**src/rtl/cpu_pkg.sv**
```systemverilog
// Shared CPU front-end constants and types: data/PC widths, the NOP encoding,
// fetch control states and the fetch queue entry layout.
package cpu_pkg;

   localparam int XLEN = 32;
   localparam int PC_W = 32;
   localparam logic [XLEN-1:0] NOP_INST = 32'h0000_0013;

   typedef enum logic {
      FETCH_IDLE,
      FETCH_RUN
   } fetch_state_e;

   typedef struct packed {
      logic [XLEN-1:0] data;
      logic [PC_W-1:0] pc;
   } fetch_entry_t;

endpackage

```
**src/rtl/fetch_fifo.sv**
```systemverilog
// In-order instruction queue of {data, pc} entries with synchronous clear.
// Storage is unreset; only pointers and the occupancy count carry reset state.
module fetch_fifo
   import cpu_pkg::*;
#(
   parameter int DEPTH = 4,
   localparam int CW = $clog2(DEPTH + 1),
   localparam int PW = $clog2(DEPTH)
) (
   input  logic          clk_i,
   input  logic          rst_ni,
   input  logic          push_i,
   input  fetch_entry_t  pushEntry_i,
   input  logic          pop_i,
   input  logic          clear_i,
   output fetch_entry_t  headEntry_o,
   output logic [CW-1:0] count_o
);

   fetch_entry_t  mem_q [DEPTH];
   logic [PW-1:0] rdPtr_q, wrPtr_q;
   logic [CW-1:0] count_q;
   logic          doPush, doPop;

   // A push into a full queue is accepted only when a pop frees the head slot.
   assign doPop  = pop_i && (count_q != '0);
   assign doPush = push_i && ((count_q != CW'(DEPTH)) || doPop);

   always_ff @(posedge clk_i or negedge rst_ni) begin
      if (!rst_ni) begin
         rdPtr_q <= '0;
         wrPtr_q <= '0;
         count_q <= '0;
      end else if (clear_i) begin
         rdPtr_q <= '0;
         wrPtr_q <= '0;
         count_q <= '0;
      end else begin
         if (doPush) wrPtr_q <= wrPtr_q + 1'b1;
         if (doPop)  rdPtr_q <= rdPtr_q + 1'b1;
         count_q <= count_q + CW'(doPush) - CW'(doPop);
      end
   end

   always_ff @(posedge clk_i) begin
      if (doPush && !clear_i) mem_q[wrPtr_q] <= pushEntry_i;
   end

   assign headEntry_o = mem_q[rdPtr_q];
   assign count_o     = count_q;

endmodule

```
**src/rtl/inst_fetch.sv**
```systemverilog
// Instruction fetch stage: issues word-addressed imem requests, queues returned
// instructions with their PCs for decode, and flushes on redirect.
module inst_fetch #(
   parameter int                        DEPTH    = 4,
   parameter logic [cpu_pkg::XLEN-1:0]  NOP_INST = cpu_pkg::NOP_INST
) (
   input  logic                        i_clk,
   input  logic                        i_rst_n,
   input  logic                        i_start,
   input  logic                        i_stall,
   input  logic                        i_redirect,
   input  logic [cpu_pkg::PC_W-1:0]    i_redirect_pc,
   output logic                        o_imem_req,
   output logic [cpu_pkg::PC_W-1:0]    o_imem_addr,
   input  logic                        i_imem_ack,
   input  logic                        i_imem_rvalid,
   input  logic [cpu_pkg::XLEN-1:0]    i_imem_rdata,
   output logic                        o_inst_valid,
   output logic [cpu_pkg::XLEN-1:0]    o_inst_data,
   output logic [cpu_pkg::PC_W-1:0]    o_inst_pc
);
   import cpu_pkg::*;

   localparam int CW = $clog2(DEPTH + 1);

   fetch_state_e    state_q, state_d;
   logic [PC_W-1:0] fetchPc_q, fetchPc_d;
   logic [PC_W-1:0] respPc_q, respPc_d;
   logic [CW-1:0]   inflight_q, inflight_d;
   logic [CW-1:0]   drop_q, drop_d;
   logic [CW-1:0]   count;
   logic            running, flush, xfer, rspAccept, push, pop;
   fetch_entry_t    pushEntry, headEntry;

   always_ff @(posedge i_clk or negedge i_rst_n) begin
      if (!i_rst_n) begin
         state_q    <= FETCH_IDLE;
         fetchPc_q  <= '0;
         respPc_q   <= '0;
         inflight_q <= '0;
         drop_q     <= '0;
      end else begin
         state_q    <= state_d;
         fetchPc_q  <= fetchPc_d;
         respPc_q   <= respPc_d;
         inflight_q <= inflight_d;
         drop_q     <= drop_d;
      end
   end

   // Responses with nothing in flight are stray (e.g. after reset) and ignored.
   always_comb begin
      state_d    = state_q;
      fetchPc_d  = fetchPc_q;
      respPc_d   = respPc_q;
      drop_d     = drop_q;
      push       = 1'b0;
      pushEntry  = '{data: i_imem_rdata, pc: respPc_q};
      running    = (state_q == FETCH_RUN);
      flush      = running && i_redirect;
      o_imem_req = running && !i_redirect &&
                   (({1'b0, count} + {1'b0, inflight_q}) < (CW + 1)'(DEPTH));
      xfer       = o_imem_req && i_imem_ack;
      rspAccept  = i_imem_rvalid && (inflight_q != '0);
      inflight_d = inflight_q + CW'(xfer) - CW'(rspAccept);

      if (!running && i_start) state_d = FETCH_RUN;

      if (flush) begin
         fetchPc_d = i_redirect_pc;
         respPc_d  = i_redirect_pc;
         drop_d    = inflight_q - CW'(rspAccept);
      end else begin
         if (xfer) fetchPc_d = fetchPc_q + 1'b1;
         if (rspAccept) begin
            if (drop_q != '0) begin
               drop_d = drop_q - 1'b1;
            end else begin
               push     = 1'b1;
               respPc_d = respPc_q + 1'b1;
            end
         end
      end
   end

   assign pop          = o_inst_valid && !i_stall;
   assign o_imem_addr  = fetchPc_q;
   assign o_inst_valid = (count != '0);
   assign o_inst_data  = o_inst_valid ? headEntry.data : NOP_INST;
   assign o_inst_pc    = o_inst_valid ? headEntry.pc : '0;

   fetch_fifo #(
      .DEPTH (DEPTH)
   ) u_fifo (
      .clk_i       (i_clk),
      .rst_ni      (i_rst_n),
      .push_i      (push),
      .pushEntry_i (pushEntry),
      .pop_i       (pop),
      .clear_i     (flush),
      .headEntry_o (headEntry),
      .count_o     (count)
   );

endmodule

```
**config.mk**
```make
export PLATFORM = sky130hd
export DESIGN_NAME = inst_fetch
export DESIGN_NICKNAME = d
export VERILOG_FILES = /design/src/rtl/cpu_pkg.sv /design/src/rtl/fetch_fifo.sv /design/src/rtl/inst_fetch.sv
export SDC_FILE = /design/constraint.sdc
export NUM_CORES = 1
export LEC_CHECK = 0
export BUFFER_PORTS_ARGS = -buffer_cell sky130_fd_sc_hd__buf_2
export CAP_MARGIN = 20
export CORE_MARGIN = 2
export CORE_UTILIZATION = 30
export DETAILED_ROUTE_END_ITERATION = 16
export PLACE_DENSITY = 0.48
export REMOVE_ABC_BUFFERS = 1
export SLEW_MARGIN = 20
export SYNTH_ARGS = -nofsm -noshare
export SYNTH_HDL_FRONTEND = slang
export SYNTH_HIERARCHICAL = 1
export SYNTH_SLANG_ARGS = --single-unit
```
**constraint.sdc**
```tcl
create_clock -name i_clk -period 3.4 [get_ports i_clk]
set_clock_uncertainty 0.2 [all_clocks]
set_input_delay 0.17 -clock i_clk [delete_from_list [all_inputs] [get_ports i_clk]]
set_output_delay 0.17 -clock i_clk [all_outputs]
set_load 0.005 [all_outputs]
```
# ---- Yosys cells after proc, flatten, opt, wreduce, memory -nomap -nowiden
# Memory sizes are Yosys's and may differ from the RTL's.
# Cells that the tools add are included.
dict set report op_classes {
  n_reduce_logical 25
  add_sub_neg 11
  eq_ne 2
  n_lt_le_gt_ge 1
  mux 20
}
# operator n
set op_table {}
lappend op_table {{two-way mux 32 bit} 7}
lappend op_table {{adder 32 x 1 -> 32 bit, second input constant} 2}
lappend op_table {{two-way mux 3 bit} 4}
lappend op_table {{logical AND 1 bit} 10}
lappend op_table {{nonzero test 2 bit} 5}
lappend op_table {{nonzero test 3 bit} 3}
lappend op_table {{subtractor 3 x 1 -> 3 bit} 3}
lappend op_table {{two-way mux 2 bit} 4}
lappend op_table {{adder 3 x 1 -> 3 bit} 2}
lappend op_table {{two-way mux 1 bit} 5}
lappend op_table {{adder 2 x 1 -> 2 bit, second input constant} 2}
lappend op_table {{adder 3 x 3 -> 4 bit} 1}
lappend op_table {{zero test 1 bit} 4}
lappend op_table {{< comparator 4 x 3 -> 1 bit, second input constant} 1}
lappend op_table {{AND reduction 2 bit} 2}
lappend op_table {{!= test 3 bit, second input constant} 1}
lappend op_table {{subtractor 3 x 1 -> 3 bit, second input constant} 1}
lappend op_table {{!= test 2 x 1 -> 1 bit, second input constant} 1}
lappend op_table {{logical OR 1 bit} 1}
dict set report totals {
  memories 1
  ram_bits 256
  register_bits 78
  word_cells 68
  output_inout_bits 98
  inputBits 71
}
# memory words word_bits rd rd_clocked_by_memory_dff write_ports line_no
set memory_table {}
lappend memory_table {u_fifo.mem_q 4 64 1 0 1 fetch_fifo.sv:20} ;# fetch_entry_t mem_q [DEPTH];

# ---- Longest topological paths before layout
dict set report depth {
  word_depth 8
  depth_mapped 14
}

# ---- Modules after synthesis
# Netlist, hierarchy kept.
# mod area_each_um2 cells_per_inst instances seq_area_each_um2
set modules_own_cells {}
lappend modules_own_cells {fetch_fifo 9685.5 377 1 7862.5}
lappend modules_own_cells {inst_fetch 5104.9 618 1 1776.7}

# ---- Worst setup path after synthesis
# OpenSTA, ideal clock, no wires.
dict set report synth_path {
  path_type {reg2reg}
  start {register state_q, in the netlist running}
  end {memory u_fifo/mem_q[0][0] in the netlist's numbering, enable pin}
  setup_time_ps 429
  path_stages_with_launch 8
  t_arrival_ps 3065
  setup_slack_ps -294
  synth_period_minus_slack_ps 3694
  n_path_buf 2
  cell_sequence {dfrtp_1 > nand2_1 > inv_1 > clkbuf_1 > buf_1 > nor3_1 > nor3b_1 > and2_1}
}
dict set report synth_via {
  elab_chain_cells 6
  word_cells_on_any_way 7
  classes_between {3 x mux; 4 x reduce/logical}
}
# element line_no
set synth_rtl {}
lappend synth_rtl {{start: declaration} inst_fetch.sv:26} ;# fetch_state_e state_q, state_d;
lappend synth_rtl {{start signal: assignment} inst_fetch.sv:43} ;# state_q <= state_d;
lappend synth_rtl {{logical AND 1 bit} inst_fetch.sv:60} ;# flush = running && i_redirect;
lappend synth_rtl {{via flush} inst_fetch.sv:32} ;# logic running, flush, xfer, rspAccept, push, pop;
lappend synth_rtl {{two-way mux 1 bit} inst_fetch.sv:69} ;# if (flush) begin
lappend synth_rtl {{via push} inst_fetch.sv:32}
lappend synth_rtl {{logical AND 1 bit} fetch_fifo.sv:27} ;# assign doPush = push_i && ((count_q != CW'(DEPTH)) || doPop);
lappend synth_rtl {{logical AND 1 bit} fetch_fifo.sv:46} ;# if (doPush && !clear_i) mem_q[wrPtr_q] <= pushEntry_i;
lappend synth_rtl {{two-way mux 1 bit} fetch_fifo.sv:46}
lappend synth_rtl {{two-way mux 1 bit (implied by the code)} fetch_fifo.sv:46}
lappend synth_rtl {{end: declaration} fetch_fifo.sv:20}
# The timed path passes the listed nets, and every way through them passes these cells.

==> impl_metrics.csv <==
group,metric,value,unit
outcome,outcome,"finished clean",
global_routing,gr-usage-all-layers,15.4,%
route,viasPerCell,5.02,
logic_synthesis,ys.flop_type,"edfxtp_1",
setup_path,cp.required,3.03,ns
floorplanning,die_area,0.0511,mm^2
layout,drive_gt1_share,25.9,%
power_and_ir_drop,leakage,6.50,nW
sta,max_freq,0.339,GHz
global_routing,overflow,0,
logic_synthesis,syn-cell-area,0.0148,mm^2
route,wl,39300,um
route,vias,9660,
setup_path,crit_chain,"buf_4 -> mux4_2 -> nand2b_1 -> buf_2",
layout,final_cell_mix,"edfxtp_1, buf_2, dfrtp_1",
setup_path,crit_type,"reg2out",
logic_synthesis,ys_types,60,
logic_synthesis,synth_edf_count,256,
power_and_ir_drop,peakVddDrop,0.000365,V
setup_path,critical_path_arrival,2.58,ns
clock_network,clkTransAtPathRegs,0.06,ns
sta,finalCritPeriodShare,86.9,%
sta,setup_viol,0,
sta,holdWs,0.0512,ns
layout,layout_commonest_cell,"edfxtp_1",
logic_synthesis,ys_seq_area_share,65.2,%
route,first_pass_iters,5,
logic_synthesis,synth_async_sr_flop_share,23.4,%
setup_path,critical_path.max_fanout,22,
global_routing,grt_max_degree,102,
clock_network,cts_tree,"done",
power_and_ir_drop,power_density,550,mW/mm^2
global_routing,grt_pass1_vias,9628,
sta,hold_viol,0,
sta,tns,0,ns
logic_synthesis,synth.avg_cell_area,14.9,um^2
route,drt-wirelength-per-cell,20.4,um
setup_path,crit_family,"flip-flops",
setup_path,critPathBufInv,2,
floorplanning,num_rows,81,
route,ant_nets,0,
floorplanning,die_h,226,um
global_routing,antenna_found_initial,0,
setup_path,worst_setup_path_end_kind,"primary output",
layout,syn2layout_area_growth,24.2,%
clock_network,cts_root_buffer,"clkbuf_16",
clock_network,cts_hold_buf,66,
sta,timing_worst_slew_pin_value,0.838,ns
placed_design,hpwl,24600,um
setup_path,worst_setup_path_start_kind,"register",
logic_synthesis,synth_cells,995,
sta,rsz0062_at_grt,"no",
flow_run,drv_cap,0,
placed_design,gp_congestion,0.770,
floorplanning,core_area,0.0488,mm^2
worst_hold_path,min-delay-path-class,"in2reg",
logic_synthesis,ys_warn_count,6,
clock_network,cts.sinks,334,
clock_network,cts_buffers,39,
global_routing,grt_pass1_wl,58800,um
clock_network,cts_setup_buffers,0,
clock_network,clk-insertion-delay-late,0.57,ns
setup_path,crit_slowest_cell,"dfrtp_4",
clock_network,h-tree-depth,2,
sta,fin_crit,2.95,ns
floorplanning,ios,169,
logic_synthesis,synth-seq-cells,334,
layout,antennaDiodeCount,0,
sta,slew_viol_final,0,
floorplanning,start_util,30.3,%
clock_network,clockBufferDepth,3,
route,first_iter_violations,658,
placed_design,io_buffers,168,
floorplanning,die_x,226,um
layout,finalNetCount,1321,
route,drc_errors,0,
clock_network,cts_resized,0,
sta,slew_headroom,44.1,%
power_and_ir_drop,finalPower,10.1,mW
setup_path,slowest_delay,0.77,ns
worst min-delay path, delay by kind of cell:
family | cells | cell delay [ns]
AND/OR/NAND/NOR | 2 | 0.45
buffers and inverters | 1 | 0.14
cells in the mapped netlist, drive strengths merged (19+ instances only):
cell	n	area share, %
edfxtp	256	52
and2	68	2.9
clkbuf	36	0.93
a211oi	32	1.6
o31ai	20	1.0
nand4	38	1.6
mux4	64	9.7
nor3	24	0.81
nor2	64	1.6
dfrtp	78	13
nand3	25	0.85
nor4	25	1.1
a31oi	19	0.80
nand2	31	0.79
buf	23	0.98
where the power goes:
| group | leakage, nW | switching, mW | internal [mW] |
|---|---|---|---|
| Combinational | 2.67 | 0.675 | 0.528 |
| Clock | 0.606 | 1.67 | 2.37 |
| Sequential | 3.23 | 0.252 | 4.61 |
sequential cells by signal (all words and copies together), names as in the netlist:
signal,flops
drop_q,3
inflight_q,3
o_imem_addr,32
respPc_q,32
running,1
u_fifo/count_o,3
u_fifo/mem_q,256
u_fifo/rdPtr_q,2
u_fifo/wrPtr_q,2
routing by layer:
layer  up-vias  GRT usage, %  routed length, um
met5         -             0                  0
met4         0          4.67                720
met3        44          2.88               2170
met2       302          24.8              18500
met1      4870          21.1              18000
li1       4444             -                  -
final timing paths:
kind | slack (ns) | cells after the start | startpoint | end
setup / recovery | 0.45 | 4 | u_fifo/rdPtr_q[0] | o_inst_data[4]
hold / removal | 0.05 | 3 | i_redirect_pc[23] | o_imem_addr[23]
min in group asynchronous | 0.06 | 2 | i_rst_n | o_imem_addr[0]
hold reg to reg | 0.35 | 2 | drop_q[1] | drop_q[1]
setup reg to reg | 0.54 | 11 | u_fifo/count_o[1] | inflight_q[2]
max in group asynchronous | 2.20 | 3 | i_rst_n | respPc_q[23]
logic make-up (layout without fill, tap and decap cells):
logic type / Yosys count / after routing / synth area share, %
xor gates and xnor gates: 17 / 17 / 1.01
muxes: 68 / 68 / 10.0
buffers and inverters: 76 / 343 / 2.34
AOI/OAI and AO/OA: 124 / 124 / 5.85
and+or+nand+nor: 359 / 359 / 14.1
DFF: 334 / 334 / 65.2
adders and majority gates: 17 / 17 / 1.54
area by class of cell:
cell class,instances,area (um^2)
fillers,4697,30500
flip-flops and latches,334,9650
multi-input cells,585,4820
repair buffers,256,1770
clock buffers,47,1020
well taps,664,831
clock inverters,23,226
inverters,17,63.8
per-stage QoR:
step	std cells	utilization [%]	area (um^2)	setup WS, ns
floorplan	936	-	14500	-2.85
global placement	1790	33.7	16500	0.579
detailed placement	1790	33.7	16500	0.526
CTS	1926	37.6	18400	0.306
global route	1926	37.6	18400	0.262
finish	1926	37.6	18400	0.446
Power figures use the tool's default switching activity.
